`config.mk`:
```
export PLATFORM = sky130hd
export DESIGN_NAME = hc595_chain_driver
export DESIGN_NICKNAME = d
export VERILOG_FILES = /design/src/rtl/hc595_pkg.sv /design/src/rtl/hc595_tick_gen.sv /design/src/rtl/hc595_chain_driver.sv
export SDC_FILE = /design/constraint.sdc
export NUM_CORES = 1
export LEC_CHECK = 0
export BUFFER_PORTS_ARGS = -buffer_cell sky130_fd_sc_hd__buf_4
export CORE_MARGIN = 1.5
export CORE_UTILIZATION = 50
export CTS_CLUSTER_DIAMETER = 60
export DETAILED_ROUTE_END_ITERATION = 7
export PLACE_DENSITY = 0.73
export SLEW_MARGIN = 40
export SYNTH_ARGS = -nofsm -noshare
export SYNTH_HDL_FRONTEND = slang
export SYNTH_SLANG_ARGS = --single-unit
```
`constraint.sdc`:
```
create_clock -name Clk -period 1.99 [get_ports Clk]
set_input_delay 0.2985 -clock Clk [delete_from_list [all_inputs] [get_ports Clk]]
set_output_delay 0.2985 -clock Clk [all_outputs]
set_load 0.05 [all_outputs]
```
`src/rtl/hc595_pkg.sv`:
```
// Shared definitions for the 74HC595 cascade driver: FSM state encoding and
// counter sizing helper.
package hc595_pkg;

  localparam logic [1:0] ST_IDLE  = 2'd0;
  localparam logic [1:0] ST_SHIFT = 2'd1;
  localparam logic [1:0] ST_LATCH = 2'd2;

  // Bits needed to hold any value in 0..max_val, never less than one.
  function automatic int cnt_width(input int max_val);
    return (max_val < 2) ? 1 : $clog2(max_val + 1);
  endfunction

endpackage

```
`src/rtl/hc595_tick_gen.sv`:
```
// Clock divider with enable and clear: one-cycle tick every CLK_DIV enabled
// cycles. Paces both the SH_CP half-periods and the ST_CP high time.
module hc595_tick_gen
  import hc595_pkg::*;
#(
  parameter int CLK_DIV = 2
) (
  input  logic clk,
  input  logic rst_n,
  input  logic en,
  input  logic clr,
  output logic tick
);

  localparam int CW = cnt_width(CLK_DIV - 1);
  localparam logic [CW-1:0] RELOAD = CW'(CLK_DIV - 1);

  logic [CW-1:0] cnt;

  assign tick = en && (cnt == '0);

  // Down-counter; clear holds it at the reload value so the first enabled
  // period after a clear is a full CLK_DIV cycles.
  always_ff @(posedge clk or negedge rst_n) begin
    if (!rst_n) begin
      cnt <= '0;
    end else if (clr || tick) begin
      cnt <= RELOAD;
    end else if (en) begin
      cnt <= cnt - 1'b1;
    end
  end

endmodule

```
`src/rtl/hc595_chain_driver.sv`:
```
// Serialises a CHAIN_BITS word onto DS/SH_CP for a 74HC595 cascade, then
// pulses ST_CP to latch it. Load/Busy/Done handshake, Auto_EN refresh.
//
// state    | meaning
// ST_IDLE  | waiting for Load or Auto_EN; DS holds last bit, clocks low
// ST_SHIFT | clocking bits out, CLK_DIV cycles low then CLK_DIV high per bit
// ST_LATCH | ST_CP high for CLK_DIV cycles, Done pulses on exit
module hc595_chain_driver
  import hc595_pkg::*;
#(
  parameter int CHAIN_BITS = 16,
  parameter int CLK_DIV    = 2,
  parameter int LSB_FIRST  = 0
) (
  input  logic                  Clk,
  input  logic                  Rst_n,
  input  logic [CHAIN_BITS-1:0] Data,
  input  logic                  Load,
  input  logic                  Auto_EN,
  output logic                  Busy,
  output logic                  Done,
  output logic                  SH_CP,
  output logic                  ST_CP,
  output logic                  DS
);

  localparam int BW = cnt_width(CHAIN_BITS);

  logic [1:0]            state;
  logic [CHAIN_BITS-1:0] sh_reg;
  logic [CHAIN_BITS-1:0] sh_next;
  logic [BW-1:0]         bits_left;
  logic                  start;
  logic                  tick;
  logic                  tick_clr;
  logic                  last_bit;

  assign start    = Load | Auto_EN;
  assign Busy     = (state != ST_IDLE);
  assign tick_clr = (state == ST_IDLE);
  assign last_bit = (bits_left == '0);

  function automatic logic out_bit(input logic [CHAIN_BITS-1:0] v);
    return (LSB_FIRST != 0) ? v[0] : v[CHAIN_BITS-1];
  endfunction

  always_comb begin
    sh_next = (LSB_FIRST != 0) ? (sh_reg >> 1) : (sh_reg << 1);
  end

  hc595_tick_gen #(
    .CLK_DIV(CLK_DIV)
  ) u_tick (
    .clk  (Clk),
    .rst_n(Rst_n),
    .en   (Busy),
    .clr  (tick_clr),
    .tick (tick)
  );

  always_ff @(posedge Clk or negedge Rst_n) begin
    if (!Rst_n) begin
      state     <= ST_IDLE;
      sh_reg    <= '0;
      bits_left <= '0;
      SH_CP     <= 1'b0;
      ST_CP     <= 1'b0;
      DS        <= 1'b0;
      Done      <= 1'b0;
    end else begin
      Done <= 1'b0;
      case (state)
        ST_IDLE: begin
          if (start) begin
            sh_reg    <= Data;
            DS        <= out_bit(Data);
            SH_CP     <= 1'b0;
            ST_CP     <= 1'b0;
            bits_left <= BW'(CHAIN_BITS - 1);
            state     <= ST_SHIFT;
          end
        end
        ST_SHIFT: begin
          if (tick) begin
            if (!SH_CP) begin
              SH_CP <= 1'b1;
            end else begin
              SH_CP <= 1'b0;
              // The falling edge of the last bit doubles as the latch rise.
              if (last_bit) begin
                ST_CP <= 1'b1;
                state <= ST_LATCH;
              end else begin
                sh_reg    <= sh_next;
                DS        <= out_bit(sh_next);
                bits_left <= bits_left - 1'b1;
              end
            end
          end
        end
        ST_LATCH: begin
          if (tick) begin
            ST_CP <= 1'b0;
            Done  <= 1'b1;
            state <= ST_IDLE;
          end
        end
        default: begin
          state <= ST_IDLE;
        end
      endcase
    end
  end

endmodule

```
==> run summary <==
TritonCTS Buffers -> 3
FF-to-FF path depth -> 6
floorplan row count -> 18
Design Power -> 2.47 mW
number of gates resized after CTS -> 0
die span in x -> 55.1 um
Final nets -> 184
DR pass1 iterations -> 4
final wirelength -> 2390 um
worst min path class -> input pin to flip-flop
total power per unit cell area -> 1530 nW/um^2
post-layout minimum cycle time -> 1890 ps
crit-path max cell delay -> 420 ps
largest net degree at the start of global routing -> 28
YS warnings -> 0
R2R Setup Slk -> 100 ps
Boundary Pins -> 25
total clock sinks -> 27
CTS tree -> yes
max reg flops -> 15
Remaining DRCs -> 0
GPL Wtd Cong -> 0.737
Worst EP required -> 2210 ps
Final Hold Fails -> 0
library cells used by synthesis -> 34
post-route ant nets -> 0
cell taking the most area after synthesis -> dfrtp_1
HP Start -> Data[0]
crit path capture type -> flip-flop
clock latency on the worst-skew pair -> 320 ps
Area contributors post-synth -> dfrtp_1 (50%), nand2_1 (14%), mux2_2 (7.5%), mux2_4 (6.6%), nor4b_4 (1.8%)
grt total ovfl -> 0
CP cell instances -> inv_1, ha_1, nor4b_4, a21o_1, buf_12, mux2_2
syn_nets -> 155
fin crit share -> 95.1%
CTS root buffer -> clkbuf_4
relative slew slack -> 76.8%
fin worst setup slack -> 97.8 ps
layout cells sized above 1 -> 32.1%
Worst-Margin Slew -> 347 ps
final setup vio count -> 0
Seq cells post-synth -> 27
antenna violations before repair -> 0
CP startpoint kind -> flip-flop
commonest non-fill, non-tap cell in the layout -> nand2_1
Max Buffers Root-to-Sink -> 2
R2R Path End -> sh_reg[7]
Synth Instances -> 134
most frequent cells in the layout -> nand2_1 (52), buf_4 (28), dfrtp_1 (27)
origin of the critical flop-to-flop path -> bits_left[0]
post-CTS setup buffers -> 0
H-Tree Depth -> 1
fmax -> 528 MHz
Initial Utilization -> 53.8%
Post-Syn Area -> 1360 um^2
setup tns final -> 0 ps
GRT Total Usage -> 18.1%
# diodes -> 0
# port buffers -> 24
LEAKAGE -> 0.833 nW
met2 wire length -> 1090 um
Core ar. -> 2520 um^2
vias per inst -> 5.29
max-cap violation count -> 0
pre-CTS worst setup slack -> 115 ps
register area share after synthesis -> 49.8%
Yosys top cell area share -> 49.8%
met1 wire length -> 1170 um
DR iter-0 viols -> 11
Reg clk slew, reported paths -> 140 ps
Crit Path Category -> flip-flop to flip-flop
CP max-delay cell -> dfrtp_1
Die Height -> 55.1 um
first-pass GRT wire length -> 3840 um
Crit Path Max Fanout -> 17
wire length per cell -> 12.4 um
unrepaired setup endpoints after global routing -> no
routed wl met3 -> 103 um
syn_area_per_cell -> 10.1 um^2
fin. max-slew vios -> 0
P&R area growth vs syn -> 18.9%
Hold EP -> sh_reg[0]
clock skew -> 9.59 ps
die area -> 3040 um^2
routed via count -> 1015
outcome -> complete, no violations
peak supply drop -> 0.928 mV
Top Metal Used -> met4
vias in the first global route -> 898
Hold Path Stages -> 3
critical path arrival -> 2120 ps
hpwl dp -> 1720 um
worst max path at each step:
stage / startpoint / to / slack (ps) / cells after the start
4_1_cts: bits_left[0] / sh_reg[7] / 100 / 6
6_report: bits_left[0] / sh_reg[7] / 100 / 6
5_1_grt: bits_left[0] / sh_reg[7] / 5 / 6
3_5_place_dp: bits_left[0] / sh_reg[7] / 110 / 6
3_3_place_gp: bits_left[0] / sh_reg[5] / 180 / 6
2_1_floorplan: SH_CP / sh_reg[10] / 160 / 6
routing by layer:
layer  vias up  track usage, %
met5         -               0
met4         0            6.10
met1       481            23.2
met2        24            31.2
met3         4            2.42
li1        506               -
per-stage QoR:
step	hold slack [ps]	instances	area [um^2]	utilization (%)
finish	237	192	1610	64.0
global route	230	192	1610	64.0
CTS	232	192	1610	64.0
detailed placement	232	187	1580	62.5
global placement	227	187	1580	62.5
floorplan	2.91	134	1360	-
synth_stat cells (all sizes together):
cell type	n
buf	4
a22oi	1
nor2	2
o211ai	1
mux2	15
o31ai	3
o31a	1
clkbuf	2
nor4b	1
nand3	1
nand4	1
a2bb2oi	1
o22ai	1
a21oi	3
dfrtp	27
inv	3
nor3b	1
o21a	1
ha	1
o21ai	3
mux2i	1
or2	2
nor3	1
nand2	52
and2b	2
a21o	1
o2bb2ai	1
nand2b	1
final cells by class:
cell class / count / area, um^2
repair buffers: 30 / 240
inverters: 3 / 11.3
flip-flops and latches: 27 / 676
fillers: 220 / 908
clock buffers: 4 / 26.3
well taps: 30 / 37.5
multi-input cells: 98 / 623
worst max-delay path, delay by kind of cell (launching register included):
family | cells | cell delay [ps]
AO/OA/AOI/OAI | 1 | 260
flip-flops | 1 | 420
AND/OR/NAND/NOR | 1 | 300
buffers and inverters | 2 | 260
multiplexers | 1 | 340
adder cells (fa/ha/maj) | 1 | 210
power by group:
part	total, mW	internal (mW)	switching (mW)	leakage (nW)
sequential	0.914	0.771	0.143	0.340
combinational	1.32	0.659	0.662	0.478
clock	0.233	0.0784	0.155	0.0150
total	2.47	1.51	0.960	0.833
timing repair:
action | 4_1_cts | 5_1_grt
hold endpoints to repair | 27 | 0
hold buffers | 1 | 0
setup endpoints to repair | 0 | 0
cells by family after synthesis:
logic type | count (synthesis) | share of synthesized area (%)
simple gates | 64 | 21.2
flops | 27 | 49.8
fa+ha+maj | 1 | 0.922
buf+inv | 9 | 4.33
mux | 16 | 14.8
compound gates | 17 | 8.94
(Power assumes the default switching activity.)
